==> src/rtl/regfile_write_arbiter.sv <==
// Register-file write arbiter: two 2-deep writeback FIFOs (A = ALU, B = load)
// drained round-robin into one registered write port, with scoreboard-style busy lookups.
module regfile_write_arbiter #(
  parameter int DATA_W = 64,
  parameter int ADDR_W = 5
) (
  input  logic              clk,
  input  logic              reset,
  input  logic              a_valid,
  output logic              a_ready,
  input  logic [ADDR_W-1:0] a_rd,
  input  logic [DATA_W-1:0] a_data,
  input  logic              b_valid,
  output logic              b_ready,
  input  logic [ADDR_W-1:0] b_rd,
  input  logic [DATA_W-1:0] b_data,
  output logic              RegWrite,
  output logic [ADDR_W-1:0] RD,
  output logic [DATA_W-1:0] WriteData,
  input  logic [ADDR_W-1:0] rs1,
  input  logic [ADDR_W-1:0] rs2,
  output logic              rs1_busy,
  output logic              rs2_busy,
  output logic              pending
);

  // Handshake: a transfer happens on a rising edge where x_valid && x_ready;
  // the requester holds x_rd/x_data stable while x_valid && !x_ready.
  // Index 0 is requester A, index 1 is requester B.
  logic              in_valid [2];
  logic [ADDR_W-1:0] in_rd    [2];
  logic [DATA_W-1:0] in_data  [2];

  logic [ADDR_W-1:0] rd_q   [2][2];
  logic [DATA_W-1:0] data_q [2][2];
  logic [1:0]        cnt    [2];
  logic              wp     [2];
  logic              rp     [2];
  logic              prio_b;

  logic              room     [2];
  logic              push     [2];
  logic              nonempty [2];
  logic              grant    [2];

  assign in_valid[0] = a_valid;
  assign in_valid[1] = b_valid;
  assign in_rd[0]    = a_rd;
  assign in_rd[1]    = b_rd;
  assign in_data[0]  = a_data;
  assign in_data[1]  = b_data;

  always_comb begin
    for (int r = 0; r < 2; r++) begin
      room[r]     = (cnt[r] != 2'd2);
      nonempty[r] = (cnt[r] != 2'd0);
      // rd==0 writes are consumed by the handshake but never stored
      push[r]     = in_valid[r] && room[r] && (in_rd[r] != '0) && !reset;
    end
    grant[0] = nonempty[0] && (!nonempty[1] || !prio_b);
    grant[1] = nonempty[1] && !grant[0];
  end

  // Ready only looks at the registered count, so a same-cycle pop never raises it.
  assign a_ready = room[0] || reset;
  assign b_ready = room[1] || reset;

  always_ff @(posedge clk) begin
    for (int r = 0; r < 2; r++) begin
      if (push[r]) begin
        rd_q[r][wp[r]]   <= in_rd[r];
        data_q[r][wp[r]] <= in_data[r];
      end
    end
  end

  always_ff @(posedge clk) begin
    if (reset) begin
      for (int r = 0; r < 2; r++) begin
        cnt[r] <= 2'd0;
        wp[r]  <= 1'b0;
        rp[r]  <= 1'b0;
      end
      prio_b    <= 1'b0;
      RegWrite  <= 1'b0;
      RD        <= '0;
      WriteData <= '0;
    end else begin
      for (int r = 0; r < 2; r++) begin
        if (push[r])  wp[r] <= ~wp[r];
        if (grant[r]) rp[r] <= ~rp[r];
        cnt[r] <= cnt[r] + {1'b0, push[r]} - {1'b0, grant[r]};
      end
      if (grant[0]) begin
        RegWrite  <= 1'b1;
        RD        <= rd_q[0][rp[0]];
        WriteData <= data_q[0][rp[0]];
        prio_b    <= 1'b1;
      end else if (grant[1]) begin
        RegWrite  <= 1'b1;
        RD        <= rd_q[1][rp[1]];
        WriteData <= data_q[1][rp[1]];
        prio_b    <= 1'b0;
      end else begin
        RegWrite  <= 1'b0;
      end
    end
  end

  // An entry is live when the FIFO is full, or it is the head of a 1-entry FIFO.
  always_comb begin
    logic hit1;
    logic hit2;
    logic live;
    hit1 = RegWrite && (RD == rs1);
    hit2 = RegWrite && (RD == rs2);
    live = 1'b0;
    for (int r = 0; r < 2; r++) begin
      for (int e = 0; e < 2; e++) begin
        live = (cnt[r] == 2'd2) || ((cnt[r] == 2'd1) && (rp[r] == 1'(e)));
        if (live && (rd_q[r][e] == rs1)) hit1 = 1'b1;
        if (live && (rd_q[r][e] == rs2)) hit2 = 1'b1;
      end
    end
    rs1_busy = hit1 && (rs1 != '0) && !reset;
    rs2_busy = hit2 && (rs2 != '0) && !reset;
    pending  = (nonempty[0] || nonempty[1] || RegWrite) && !reset;
  end

endmodule
==> config.mk <==
export PLATFORM = sky130hd
export DESIGN_NAME = regfile_write_arbiter
export DESIGN_NICKNAME = d
export VERILOG_FILES = /design/src/rtl/regfile_write_arbiter.sv
export SDC_FILE = /design/constraint.sdc
export NUM_CORES = 1
export LEC_CHECK = 0
export CAP_MARGIN = 10
export CORE_MARGIN = 1
export CORE_UTILIZATION = 39
export DETAILED_ROUTE_END_ITERATION = 16
export PLACE_DENSITY_LB_ADDON = 0.25
export RECOVER_POWER = 50
export SKIP_LAST_GASP = 1
export SYNTH_ARGS = -nofsm -noshare
export SYNTH_HDL_FRONTEND = slang
export SYNTH_SLANG_ARGS = --single-unit
==> constraint.sdc <==
create_clock -name clk -period 6.9 [get_ports clk]
set_input_delay 1.38 -clock clk [delete_from_list [all_inputs] [get_ports clk]]
set_output_delay 1.38 -clock clk [all_outputs]
set_load 0.1 [all_outputs]
Yosys cells after proc, flatten, opt, wreduce, memory -nomap -nowiden

Memories as Yosys holds them, arrays and structs flattened.
Index checks and enable logic that the tools add are counted.

Equal/unequal tests: 16
Reductions and logical operators: 49
Mux-type cells: 60
$lt $le $gt $ge: 6
Add/sub/neg operators: 4
Bitwise operators: 14

Operators by type and width:

| kind                 | count |
|---|---|
| $mux W64             | 10 |
| $mux W128            | 2 |
| $demux W64 S1        | 2 |
| $eq A5 B5 Y1         | 10 |
| $mux W5              | 10 |
| $mux W1              | 30 |
| $logic_and A1 B1 Y1  | 29 |
| $mux W10             | 2 |
| $reduce_bool A5 Y1   | 4 |
| $demux W5 S1         | 2 |
| $logic_or A1 B1 Y1   | 9 |
| $ge A2 B2 Y1 const B | 4 |
| $not A1 Y2           | 4 |
| $or A1 B1 Y1         | 6 |
| $reduce_bool A2 Y1   | 3 |
| $add A2 B1 Y2        | 2 |
| $eq A2 B1 Y1 const B | 2 |
| $eq A2 B2 Y1 const B | 2 |
| $logic_not A1 Y1     | 4 |
| $lt A2 B1 Y1 const B | 2 |
| $mux W2              | 2 |
| $ne A2 B2 Y1 const B | 2 |
| $not A1 Y1           | 4 |
| $sub A2 B1 Y2        | 2 |

Memories kept: 5
Output and inout port bits: 75
Logic and storage cells: 158
Bits in registers: 71
RAM bits: 284

Memories:

| name   | depth | bits a word | rd ports | clocked after Yosys merged registers in | write ports | RTL line | RTL |
|---|---|---|---|---|---|---|---|
| data_q | 2     | 128         | 2        | 0                                       | 2           | 35       | `logic [DATA_W-1:0] data_q [2][2];` |
| rd_q   | 2     | 10          | 2        | 0                                       | 2           | 34       | `logic [ADDR_W-1:0] rd_q [2][2];` |
| cnt    | 2     | 2           | 2        | 0                                       | 2           | 36       | `logic [1:0] cnt [2];` |
| rp     | 2     | 1           | 2        | 0                                       | 2           | 38       | `logic rp [2];` |
| wp     | 2     | 1           | 2        | 0                                       | 2           | 37       | `logic wp [2];` |

Longest topological paths before layout

Word-level depth: 10
Mapped depth: 11

Worst setup path before layout

Ideal clock, no wire load.

Kind: input to register
From: input port reset
To: memory data_q[0][192] (netlist bit), enable pin
Arrival time: 6,472 ps
Required time: 6,319 ps
Path buffers: 2
Setup slack: -153 ps
Cell stages on the path: 3
Cell sequence: clkbuf_1 > clkbuf_1 > nor3_1

RTL lines:

| element     | RTL line | RTL |
|---|---|---|
| from (decl) | 8        | `input logic reset,` |
| to (decl)   | 35       |  |

==> metrics.txt <==
status=finished with violations; failing checks=max-capacitance violations, max-slew violations; worst hold path depth=2; Switch Pwr=3.205 mW; worst-skew pair later-pin latency=slightly above 0.5 ns; Synth Register Bits=355; dpl hpwl=19700 microns; worst min path class=flop to flop; drt drc=0; kind of critical path=flop to flop; Setup WS post-layout=1.209 ns; Setup Buffers After CTS=0; DR vias/cell=5.212; post-CTS resize count=0; die extent in y=around 190 microns; Initial Util=39.91%; CTS Sinks=355; RSZ-0062 raised after global routing=false; Mapped Cells=911; sequential share of power=34.7%; vias in the first global route=8688; Worst slew margin=-114.9%; largest net degree at the start of global routing=between 60 and 70; PortBufs=226; R2R Path Start=rp[0][1]; multi-input combinational cell area=between 3000 and 4000 sq um; Slew Limit Fails=234; ys flop type=edfxtp_1; Crit. End Element=flop; total number of vias=8417; Core Footprint=roughly 35000 sq um; CTS Buffer Depth=3; cts hold-fix bufs=0; Setup TNS Final=0 ns; Comb power frac=39.8%; max cap viols=5; Final min period=5.691 ns; Final ANT Viol Nets=0; CTS root buffer=clkbuf_16; Syn Nets=around 1100; R2R Path End=WriteData[3]; PwrDens=about 460 nW/um^2; worst reg2reg path depth=5; fillers=2905; drt wl/cell=20.24 microns; initial antenna violation count=4; crit share post-route=82.47%; Int Pwr=4.907 mW; Min-Delay Endpoint=WriteData[20]; Worst R2R Setup Slack=1.21 ns; Clock power frac=25.4%; final instance area=17820 sq um; Iter 0 DRT Violations=518; EDFF count, synth=280; startpoint types=flop; Critical Path RT=between 7 and 8 ns; Setup Viol. Count Final=0; Fin Hold WS=between 0.4 and 0.5 ns; share of post-route cells with drive strength above 1=11.51%; post-place setup slack=1.443 ns; DIE AREA=36280 sq um; VDD IR max=0.2825 mV; Yosys cell types=34; Final Hold Vio Count=0; FFs w/ async S/R, synth=0%; Sw Share=39.51%; gr usage total=18.03%; Pre-Repair DR Iteration Count=5; H-tree Lvls=2; I/O pin count=227; overall power=8.112 mW; Die Wd=190.5 microns; fmax=175.7 MHz; Worst Tran Pin Value=3.223 ns; total gr overflow=0; CTS buffer count=39; Post-layout nets=1282; Area after DPL=about 17000 sq um; critical path peak fanout=51; Leak Pwr=between 6 and 7 nW; syn_area_per_cell=15.21 sq um; Hold Crit Start=WriteData[20]; GPL Wtd Cong=0.8252; Reg clk slew, reported paths=around 0.060 ns; Post-Syn Area=13850 sq um; Reg area=between 9000 and 10000 sq um; Ys Warns=0; row count=68; sequential area share after synthesis=around 70%; CTS tree=yes; synthesis-to-layout area growth=28.59%; final WL=between 30000 and 40000 microns; skew final=0.01081 ns; first-pass GRT wire length=49980 microns; WP data arrival=6.01 ns
per-layer routing:
layer / global-route usage [%] / vias to the layer above / part of all wire (%)
li1: - / 3920 / -
met1: 23.82 / 4196 / 43
met2: 30.73 / 261 / 50
met3: 3.239 / 40 / 5.7
met4: 4.154 / 0 / 1.5
met5: 0 / - / 0
cell usage in the layout (no fill, tap or decap), types with 2 or more instances in the layout:
cell type        instances
edfxtp_1               280
dlygate4sd3_1          138
clkdlybuf4s50_1         87
dfxtp_1                 75
mux2_2                  59
nor2b_1                 45
a21oi_1                 45
nor2_1                  41
clkbuf_16               41
a211oi_1                40
nand2_1                 39
mux2i_1                 39
a211o_1                 39
a222oi_1                30
xnor2_1                 28
xor2_1                  26
clkbuf_1                17
nor4_1                  10
buf_4                   10
inv_1                    9
nand3_1                  7
clkinv_1                 5
clkinv_2                 5
diode_2                  4
or4_1                    4
nor3_1                   4
ha_1                     4
bufinv_16                4
clkbuf_8                 4
or2_2                    3
a31oi_1                  3
nand2b_1                 3
and2_4                   2
layout make-up:
type	instances	area share, %
Antenna cell	4	0.05618
Clock buffer	56	6.300
Clock inverter	15	0.9621
Inverter	9	0.1896
Multi-Input combinational cell	480	20.49
Sequential cell	355	55.62
Tap cell	455	3.195
Timing Repair Buffer	241	13.19
flip-flops by register name, indices dropped and copies added (netlist names):
| register | flops |
|---|---|
| rd_q | 20 |
| rp | 2 |
| prio_b | 1 |
| cnt | 4 |
| RD | 5 |
| data_q | 256 |
| RegWrite | 1 |
| wp | 2 |
| WriteData | 64 |
worst max-delay path, stage by stage (launching register included):
cell and delay, ns:
edfxtp_1 0.59, clkbuf_1 1.70, clkbuf_1 2.38, mux2_2 0.49
a222oi_1 0.22, nor2_1 0.09
cells in the mapped netlist, types with 2 or more instances:
library cell	count	area share (%)
a211o_1	39	2.5
nor3_1	4	0.14
buf_1	11	0.30
a21oi_1	45	1.6
xnor2_1	28	1.8
or2_2	3	0.14
ha_1	4	0.36
clkbuf_1	30	0.81
mux2_2	60	4.9
nor2b_1	46	2.1
nand2_1	39	1.1
or4_1	4	0.22
inv_1	9	0.24
dfxtp_1	75	11
mux2i_1	39	2.8
nand2b_1	3	0.14
a31oi_1	3	0.14
buf_2	24	0.87
nor4_1	10	0.45
nand3_1	7	0.25
nor2_1	40	1.1
a222oi_1	30	2.2
buf_4	2	0.11
edfxtp_1	280	61
and2_1	2	0.090
a211oi_1	40	2.2
xor2_1	26	1.6
nor2_2	2	0.090
worst max path at each step:
stage	startpoint	to	slack [ns]	cells past startpoint
after floorplan	rs2[4]	rs2_busy	1.13	6
after global placement	rs2[4]	rs2_busy	1.49	7
after detailed placement	rs1[4]	rs1_busy	1.44	7
after CTS	rs1[4]	rs1_busy	1.45	7
after global routing	rp[0][1]	WriteData[34]	0.76	5
final	rp[0][1]	WriteData[3]	1.21	5
stage by stage:
stage / cells / util [%]
floorplan: 911 / -
global placement: 1540 / 47.69
detailed placement: 1540 / 47.69
CTS: 1611 / 51.41
global route: 1612 / 51.30
finish: 1615 / 51.32
power by group through the flow:
stage | combinational [mW] | sequential (mW) | clock, mW
2_1_floorplan | 1.32 | 3.95 | 0
3_3_place_gp | 3.21 | 2.86 | 0
3_5_place_dp | 3.25 | 2.86 | 0
4_1_cts | 3.26 | 2.82 | 2.11
5_1_grt | 3.43 | 2.85 | 2.20
6_report | 3.23 | 2.82 | 2.06
logic make-up (layout without fill, tap and decap cells):
logic type | after synthesis | count (layout) | synth area share, %
AOI/OAI and AO/OA | 160 | 160 | 8.742
and+or+nand+nor | 163 | 163 | 5.933
DFF | 355 | 355 | 71.53
xor gates and xnor gates | 54 | 54 | 3.414
muxes | 99 | 99 | 7.694
buffers and inverters | 76 | 321 | 2.330
adders and majority gates | 4 | 4 | 0.3613
other | 0 | 4 | 0
No activity file was read; power rests on OpenSTA's default activity.
